**src/rtl/uart_pkg.sv**
```systemverilog
// Shared types for the parametrised UART receiver: FSM state encoding,
// parity mode constants and the parity check helper.
package uart_pkg;

    typedef enum logic [2:0] {
        ST_IDLE   = 3'd0,
        ST_START  = 3'd1,
        ST_DATA   = 3'd2,
        ST_PARITY = 3'd3,
        ST_STOP   = 3'd4,
        ST_DONE   = 3'd5,
        ST_BREAK  = 3'd6
    } uart_state_e;

    localparam int PARITY_NONE = 0;
    localparam int PARITY_ODD  = 1;
    localparam int PARITY_EVEN = 2;

    // acc is the XOR of all data bits; odd mode wants acc^bit == 1, even wants 0
    function automatic logic parity_err_f(input logic acc, input logic bit_in, input int mode);
        logic w_err;
        if (mode == PARITY_NONE) begin
            w_err = 1'b0;
        end else begin
            w_err = ((acc ^ bit_in) != (mode == PARITY_ODD));
        end
        return w_err;
    endfunction

endpackage

```
**src/rtl/uart_rx_bit_timer.sv**
```systemverilog
// Free-running bit-period counter with a synchronous clear; flags the
// half-bit point (start-bit centre) and the end of each full bit period.
module uart_rx_bit_timer #(
    parameter int CLKS_PER_BIT = 16
) (
    input  logic clk,
    input  logic rst_n,
    input  logic i_clear,
    output logic o_half_tick,
    output logic o_full_tick
);

    localparam int TW = $clog2(CLKS_PER_BIT);
    localparam logic [TW-1:0] HALF_CNT = TW'(CLKS_PER_BIT / 2 - 1);
    localparam logic [TW-1:0] FULL_CNT = TW'(CLKS_PER_BIT - 1);

    logic [TW-1:0] r_count;

    // Counter wraps at the terminal count so consecutive bits stay phase-aligned
    always_ff @(posedge clk) begin
        if (!rst_n) begin
            r_count <= {TW{1'b0}};
        end else if (i_clear) begin
            r_count <= {TW{1'b0}};
        end else if (r_count == FULL_CNT) begin
            r_count <= {TW{1'b0}};
        end else begin
            r_count <= r_count + {{(TW-1){1'b0}}, 1'b1};
        end
    end

    assign o_half_tick = (r_count == HALF_CNT);
    assign o_full_tick = (r_count == FULL_CNT);

endmodule

```
**src/rtl/uart_rx_param.sv**
```systemverilog
// Parametrised oversampling UART receiver: synchroniser, frame FSM,
// shift/parity datapath and a valid/ready output register with error flags.
module uart_rx_param
    import uart_pkg::*;
#(
    parameter int CLKS_PER_BIT = 16,
    parameter int DATA_BITS    = 8,
    parameter int PARITY_MODE  = 2,
    parameter int STOP_BITS    = 1,
    parameter int MSB_FIRST    = 1
) (
    input  logic                 clk,
    input  logic                 rst_n,
    input  logic                 rx_in,
    output logic [DATA_BITS-1:0] rx_data,
    output logic                 rx_valid,
    input  logic                 rx_ready,
    output logic                 parity_err,
    output logic                 frame_err,
    output logic                 overrun,
    output logic                 busy
);

    localparam int BW = $clog2(DATA_BITS + 1);
    localparam logic [BW-1:0] LAST_DATA = BW'(DATA_BITS - 1);
    localparam logic [BW-1:0] LAST_STOP = BW'(STOP_BITS - 1);

    uart_state_e          r_state;
    uart_state_e          w_state_nxt;
    logic                 r_sync1;
    logic                 r_rx_s;
    logic                 w_tmr_clr;
    logic                 w_half_tick;
    logic                 w_full_tick;
    logic [BW-1:0]        r_bit_cnt;
    logic [DATA_BITS-1:0] r_shift;
    logic                 r_xor;
    logic                 r_perr;
    logic                 r_ferr;
    logic [DATA_BITS-1:0] r_data;
    logic                 r_valid;
    logic                 r_perr_out;
    logic                 r_ferr_out;
    logic                 r_overrun;
    logic                 r_busy;

    uart_rx_bit_timer #(.CLKS_PER_BIT(CLKS_PER_BIT)) u_timer (
        .clk         (clk),
        .rst_n       (rst_n),
        .i_clear     (w_tmr_clr),
        .o_half_tick (w_half_tick),
        .o_full_tick (w_full_tick)
    );

    // Two-flop synchroniser for the asynchronous serial line
    always_ff @(posedge clk) begin
        if (!rst_n) begin
            r_sync1 <= 1'b1;
            r_rx_s  <= 1'b1;
        end else begin
            r_sync1 <= rx_in;
            r_rx_s  <= r_sync1;
        end
    end

    // FSM state register
    always_ff @(posedge clk) begin
        if (!rst_n) begin
            r_state <= ST_IDLE;
        end else begin
            r_state <= w_state_nxt;
        end
    end

    // Next-state logic; the timer is held cleared whenever no bit is being timed
    always_comb begin
        w_state_nxt = r_state;
        w_tmr_clr   = 1'b0;
        case (r_state)
            ST_IDLE: begin
                w_tmr_clr = 1'b1;
                if (!r_rx_s) w_state_nxt = ST_START;
                else         w_state_nxt = ST_IDLE;
            end
            ST_START: begin
                if (w_half_tick) begin
                    if (r_rx_s) begin
                        w_state_nxt = ST_IDLE;
                    end else begin
                        w_state_nxt = ST_DATA;
                        w_tmr_clr   = 1'b1;
                    end
                end else begin
                    w_state_nxt = ST_START;
                end
            end
            ST_DATA: begin
                if (w_full_tick && (r_bit_cnt == LAST_DATA))
                    w_state_nxt = (PARITY_MODE != PARITY_NONE) ? ST_PARITY : ST_STOP;
                else
                    w_state_nxt = ST_DATA;
            end
            ST_PARITY: begin
                if (w_full_tick) w_state_nxt = ST_STOP;
                else             w_state_nxt = ST_PARITY;
            end
            ST_STOP: begin
                if (w_full_tick && (r_bit_cnt == LAST_STOP)) w_state_nxt = ST_DONE;
                else                                         w_state_nxt = ST_STOP;
            end
            ST_DONE: begin
                w_tmr_clr = 1'b1;
                if (r_rx_s) w_state_nxt = ST_IDLE;
                else        w_state_nxt = ST_BREAK;
            end
            ST_BREAK: begin
                w_tmr_clr = 1'b1;
                if (r_rx_s) w_state_nxt = ST_IDLE;
                else        w_state_nxt = ST_BREAK;
            end
            default: begin
                w_state_nxt = ST_IDLE;
                w_tmr_clr   = 1'b1;
            end
        endcase
    end

    // Shift register, running parity and per-frame error capture
    always_ff @(posedge clk) begin
        if (!rst_n) begin
            r_bit_cnt <= {BW{1'b0}};
            r_shift   <= {DATA_BITS{1'b0}};
            r_xor     <= 1'b0;
            r_perr    <= 1'b0;
            r_ferr    <= 1'b0;
        end else begin
            case (r_state)
                ST_START: begin
                    r_bit_cnt <= {BW{1'b0}};
                    r_xor     <= 1'b0;
                    r_perr    <= 1'b0;
                    r_ferr    <= 1'b0;
                end
                ST_DATA: begin
                    if (w_full_tick) begin
                        if (MSB_FIRST != 0) r_shift <= {r_shift[DATA_BITS-2:0], r_rx_s};
                        else                r_shift <= {r_rx_s, r_shift[DATA_BITS-1:1]};
                        r_xor <= r_xor ^ r_rx_s;
                        if (r_bit_cnt == LAST_DATA) r_bit_cnt <= {BW{1'b0}};
                        else                        r_bit_cnt <= r_bit_cnt + {{(BW-1){1'b0}}, 1'b1};
                    end else begin
                        r_bit_cnt <= r_bit_cnt;
                    end
                end
                ST_PARITY: begin
                    if (w_full_tick) r_perr <= parity_err_f(r_xor, r_rx_s, PARITY_MODE);
                    else             r_perr <= r_perr;
                end
                ST_STOP: begin
                    if (w_full_tick) begin
                        if (!r_rx_s) r_ferr <= 1'b1;
                        else         r_ferr <= r_ferr;
                        if (r_bit_cnt == LAST_STOP) r_bit_cnt <= {BW{1'b0}};
                        else                        r_bit_cnt <= r_bit_cnt + {{(BW-1){1'b0}}, 1'b1};
                    end else begin
                        r_bit_cnt <= r_bit_cnt;
                    end
                end
                default: begin
                    r_bit_cnt <= r_bit_cnt;
                end
            endcase
        end
    end

    // Output register: a completed frame is dropped if the previous word is still pending
    always_ff @(posedge clk) begin
        if (!rst_n) begin
            r_data     <= {DATA_BITS{1'b0}};
            r_valid    <= 1'b0;
            r_perr_out <= 1'b0;
            r_ferr_out <= 1'b0;
            r_overrun  <= 1'b0;
            r_busy     <= 1'b0;
        end else begin
            r_overrun <= 1'b0;
            r_busy    <= (w_state_nxt != ST_IDLE);
            if (r_state == ST_DONE) begin
                if (!r_valid || rx_ready) begin
                    r_data     <= r_shift;
                    r_perr_out <= r_perr;
                    r_ferr_out <= r_ferr;
                    r_valid    <= 1'b1;
                end else begin
                    r_overrun <= 1'b1;
                end
            end else if (r_valid && rx_ready) begin
                r_valid <= 1'b0;
            end else begin
                r_valid <= r_valid;
            end
        end
    end

    assign rx_data    = r_data;
    assign rx_valid   = r_valid;
    assign parity_err = r_perr_out;
    assign frame_err  = r_ferr_out;
    assign overrun    = r_overrun;
    assign busy       = r_busy;

endmodule

```
**config.mk**
```make
export PLATFORM = sky130hd
export DESIGN_NAME = uart_rx_param
export DESIGN_NICKNAME = d
export VERILOG_FILES = /design/src/rtl/uart_pkg.sv /design/src/rtl/uart_rx_bit_timer.sv /design/src/rtl/uart_rx_param.sv
export SDC_FILE = /design/constraint.sdc
export NUM_CORES = 1
export LEC_CHECK = 0
export CORE_AREA = 2 2 58 60
export DETAILED_ROUTE_END_ITERATION = 8
export DIE_AREA = 0 0 60 62
export PLACE_DENSITY = 0.79
export SKIP_LAST_GASP = 1
export SLEW_MARGIN = 5
export SYNTH_ARGS = -nofsm -noshare
export SYNTH_HDL_FRONTEND = slang
export SYNTH_SLANG_ARGS = --single-unit
```
**constraint.sdc**
```tcl
create_clock -name clk -period 2.9 [get_ports clk]
set_input_delay 0.58 -clock clk [delete_from_list [all_inputs] [get_ports clk]]
set_output_delay 0.58 -clock clk [all_outputs]
set_load 0.02 [all_outputs]
```
* Yosys cells after proc, flatten, opt, wreduce, memory -nomap -nowiden
Index checks and enable logic that the tools add are counted.
** Storage, ports and cells
- Output and inout bits :: 13
- Bits of input ports :: 4
- Word-level logic and storage cells :: 83
- Flip-flop bits (word level) :: 37
** Cells by class
- Eq/ne operators :: 14
- Reduce and logical (&&, ||, !) cells :: 24
- $add $sub $neg :: 2
- Mux-type cells :: 26
- Bitwise gates (word level) :: 2
** Operator list (number)
- $pmux W3 S6 :: 1
- $mux W4 :: 4
- $mux W1 :: 12
- $pmux W4 S3 :: 1
- $reduce_and A2 Y1 :: 6
- $eq A3 B3 Y1 const B :: 3
- $mux W3 :: 3
- $add A4 B1 Y4 const B :: 2
- $eq A4 B3 Y1 const B :: 2
- $ne A2 B2 Y1 const B :: 4
- $pmux W1 S2 :: 4
- $reduce_bool A2 Y1 :: 4
- $eq A3 B2 Y1 const B :: 2
- $reduce_and A3 Y1 :: 2
- $reduce_bool A3 Y1 :: 2
- $reduce_or A3 Y1 :: 2
- $eq A4 B4 Y1 const B :: 1
- $logic_not A4 Y1 :: 1
- $eq A3 B1 Y1 const B :: 1
- $logic_and A1 B1 Y1 :: 3
- $logic_not A3 Y1 :: 1
- $mux W2 :: 1
- $ne A2 B1 Y1 const B :: 1
- $reduce_or A2 Y1 :: 1
- other kinds (4) :: 4

* Depth between registers and ports, before layout
- Depth after elaboration :: 5
- Mapped depth :: 6
- Mapped depth without buffers :: 6

* Hierarchy
Synthesis repeated with hierarchy kept, for this count alone.
** Unflattened totals
- Cells, all modules :: 193
- Area, all modules :: 1765.4 um^2
** By module, submodules not included
- uart_rx_param :: cells an instance 175, area each 1585.3 um^2, instances 1
- uart_rx_bit_timer :: cells an instance 18, area each 180.2 um^2, instances 1

* Least setup slack after synthesis
Ideal clock, no wire load.
- Path type :: register -> register
- Start point :: reg r_state[1]
- End point :: reg r_busy, in the netlist busy
- Arrival time :: 1515 ps
- Cell stages (with the launch flop) :: 7
- Path slack :: 1260 ps
- Cells stage by stage :: dfxtp_1 > buf_6 > or3b_1 > buf_6 > mux2_4 > a211oi_2 > a21oi_1
** On the way
- Cells in the longest elaborated chain, start to end :: 4
- Elaborated cells between the ends (all ways) :: 10
- Classes of those cells :: 6 x eq/ne; 1 x mux; 3 x reduce/logical
** RTL lines
- start, declared :: line uart_rx_param.sv:28 : uart_state_e r_state;
- start signal, assigned :: line uart_rx_param.sv:71 : r_state <= w_state_nxt;
- $eq A3 B3 Y1 :: line uart_rx_param.sv:79 : case (r_state)
- $reduce_or A2 Y1 (no source line)
- $pmux W3 S6 * :: line uart_rx_param.sv:79
- $reduce_bool A3 Y1 * :: line uart_rx_param.sv:187 : r_busy <= (w_state_nxt != ST_IDLE);
- end signal, assigned :: line uart_rx_param.sv:187
- end, declared :: line uart_rx_param.sv:45 : logic r_busy;
Every way passes the cells marked *; elsewhere a longest branch is shown, timed or not.
A chain may end at the register's enable or synchronous reset.

* Worst setup path after layout
- Start point :: reg r_state[2]
- End point :: reg r_busy, in the netlist busy
Same word-level chain as after synthesis.

==> out/qor.txt <==
========================================================================================
Ys async rst share                                                                     0
GRT Util Overall                                                                   0.197
Startpoint types                                                               flip-flop
Final Net Count                                                                      211
Final routed wire length divided by cell count                                   12.7 um
Synth-to-layout area growth                                                        13.3%
Shortest period the worst path allows                                            2010 ps
Area leader, netlist                                                        sky130_fd_sc_hd__dfxtp_1
Via density                                                                         5.29
Via count of the first global-routing pass                                          1285
R2R setup slack                                                                   890 ps
Slew @ Worst Pin                                                                  699 ps
Netlist area before placement                                                  1730 um^2
Ports placed on the boundary                                                          17
Setup TNS                                                                           0 ps
R2R depth                                                                              4
Placement row count                                                                   21
Worst hold path endpoint                                                          r_rx_s
Count of port buffers added during placement                                          16
Clk Latency, worst-skew pair                                                      350 ps
Post-Layout Inst Area                                                          1960 um^2
Total of hold buffers inserted after clock tree synthesis                              0
Cell chosen for the clock root                                              sky130_fd_sc_hd__clkbuf_4
Post-synthesis net count                                                             197
Wire length of the first global-routing pass                                     5350 um
Post-placement cell count                                                            243
Crit share post-route                                                              0.693
Remaining global-route overflow                                                        0
Register bit count reported by yosys                                                  37
Relative slew margins                                                              0.522
Die ar.                                                                        3720 um^2
RSZ-0062 raised after global routing                                               false
Power consumption                                                                 829 uW
Number of max-cap violations                                                           0
Setup-violating endpoint count in the final report                                     0
Data required time of the worst path                                             3130 ps
Synthesized netlist cell count                                                       190
Starting utilization of the core area                                              0.543
Iteration-0 DRC Markers                                                               60
Crit path buffers/inverters                                                            0
CP peak stage delay                                                               660 ps
Count of vias placed by the detailed router                                         1323
Floorplan Core Area                                                            3180 um^2
Post_cts resized                                                                       0
DRC violations left                                                                    0
Final WL                                                                         3180 um
Max-slew violation count                                                               0
Level count of the clock H-tree                                                        2
Power per Cell Area                                                          424 nW/um^2
List of cells traversed by the critical path                                or3b_1 > mux2_4 > a211oi_2 > a21oi_1
Number of buffers inserted by post-CTS setup repair                                    0
Count of yosys warnings during synthesis                                               0
Prevailing post-synth register cell                                         sky130_fd_sc_hd__dfxtp_1
Data arrival time of the critical path                                           2240 ps
Final Hold Viols                                                                       0
Non-Filler Instances                                                                 250
CTS tree                                                                           built
Peak ir drop on the vdd network                                               0.000283 V
Worst Hold Margin                                                                 427 ps
Die Wd                                                                             60 um
CP max FO                                                                             18
Beginning of the critical path                                                r_state[2]
Type of the most critical hold path                                         flip-flop to flip-flop
Total clock sinks                                                                     37
Outcome                                                                     finished, final reports clean
Fraction of synthesized cell area taken by the top area cell type                  0.429
Maximum operating frequency                                                      498 MHz
Sequential cell area fraction in the yosys report                                  0.429
Crit-path leading delay family                                                flip-flops
Critical setup path kind                                                    flip-flop to flip-flop
Post-route antenna net violation count                                                 0
Chip height                                                                        62 um
Leading post-synthesis cells by cell area                                   sky130_fd_sc_hd__dfxtp_1 (43%), sky130_fd_sc_hd__mux2i_1 (6.4%), sky130_fd_sc_hd__nor2b_1 (5.8%)
Endpoint class of the critical path                                            flip-flop
Share of cells above drive strength 1                                             0.0686
Cts bufs inserted                                                                      5
Number of distinct library cells after synthesis                                      42
Hold depth                                                                             1
Number of enable-type register cells in the synthesized netlist                        0
Total half-perimeter wirelength after legalization and detailed placement        2270 um
Beginning of the worst register-to-register path                              r_state[2]
Static leakage power                                                         0.000667 uW
Cell area after placement                                                      1900 um^2
Initial antenna violation count                                                        0
Final GP Congestion                                                                0.843
Largest net degree at the start of global routing                                     19
Worst path slowest cell                                                     sky130_fd_sc_hd__dfxtp_1
# diodes                                                                               0
Mean cell area of the mapped netlist                                           9.09 um^2
Clock transition at path regs                                                     100 ps
Worst Skew                                                                       8.45 ps
Worst Hold Launch                                                                r_sync1
First-pass detailed-route iteration total                                              4
FF-to-FF End                                                                        busy
Maximum count of clock buffers along a single path                                     2
========================================================================================
[cells by family (layout without fill, tap and decap cells)]
family                     after synthesis  after routing  share of synthesized area
buffers and inverters                   16             30                     0.0464
DFF                                     37             37                      0.429
and+or+nand+nor                         80             80                      0.258
adders and majority gates                3              3                     0.0217
muxes                                   12             12                     0.0725
xor gates and xnor gates                 4              4                     0.0203
AOI/OAI and AO/OA                       38             38                      0.152
[routing by layer]
metal,vias up,global-route usage,share of wire
li1,680,-,-
met1,610,0.221,0.45
met2,24,0.332,0.49
met3,9,0.0725,0.037
met4,0,0.0984,0.024
met5,-,0,0
[power by group]
group,internal (uW),leakage (uW),total [uW],switching [uW]
sequential,511,0.000299,516,4.96
clock,113,0.0000303,280,167
combinational,17.6,0.000338,33.0,15.4
total,642,0.000667,829,187
[placed cells by master, fill, tap and decap left out, drive strengths merged, types with 2 or more instances in the layout]
cell type | netlist | final
a211oi | 2 | 2
a21boi | 10 | 10
a21oi | 9 | 9
and2 | 2 | 2
and3 | 4 | 4
buf | 4 | 2
clkbuf | 7 | 6
clkdlybuf4s50 | 0 | 16
dfxtp | 37 | 37
ha | 3 | 3
inv | 5 | 5
mux2i | 11 | 11
nand2 | 24 | 24
nand2b | 7 | 7
nand3 | 6 | 6
nand3b | 2 | 2
nor2 | 7 | 7
nor2b | 16 | 16
nor3 | 2 | 2
nor3b | 4 | 4
o211a | 2 | 2
o211ai | 3 | 3
o21ai | 6 | 6
or3b | 3 | 3
xnor2 | 2 | 2
xor2 | 2 | 2
[metrics by stage]
stage	setup slack, ps	util
floorplan	1260	-
global placement	1020	0.597
detailed placement	953	0.597
CTS	907	0.616
global route	786	0.616
finish	890	0.616
[final cells by class]
class	count	area [um^2]
clock buffers	6	51.3
clock inverters	1	7.51
fillers	270	1220
inverters	5	18.8
multi-input cells	137	906
flip-flops and latches	37	741
well taps	46	57.6
repair buffers	18	175
[synth_stat cells (4+ instances only)]
cell                       instances
sky130_fd_sc_hd__a21boi_0          6
sky130_fd_sc_hd__a21boi_1          4
sky130_fd_sc_hd__a21oi_1           8
sky130_fd_sc_hd__and3_1            4
sky130_fd_sc_hd__clkbuf_1          7
sky130_fd_sc_hd__dfxtp_1          37
sky130_fd_sc_hd__inv_1             5
sky130_fd_sc_hd__mux2i_1          11
sky130_fd_sc_hd__nand2_1          24
sky130_fd_sc_hd__nand2b_1          7
sky130_fd_sc_hd__nand3_1           6
sky130_fd_sc_hd__nor2_1            6
sky130_fd_sc_hd__nor2b_1          16
sky130_fd_sc_hd__nor3b_1           4
sky130_fd_sc_hd__o21ai_0           6
[sequential cells by signal (all words and copies together), names as in the netlist]
signal and flops:
r_shift 8, rx_data 8, r_bit_cnt 4, u_timer.r_count 4, r_state 3, busy 1
frame_err 1, overrun 1, parity_err 1, r_ferr 1, r_perr 1, r_rx_s 1
r_sync1 1, r_xor 1, rx_valid 1
[worst max-delay path by stage]
stage | cells past startpoint | to | slack [ps]
2_1_floorplan | 6 | busy | 1260
3_3_place_gp | 4 | busy | 1020
3_5_place_dp | 4 | busy | 950
4_1_cts | 4 | busy | 910
5_1_grt | 4 | busy | 790
6_report | 4 | busy | 890
(Power assumes the default switching activity.)
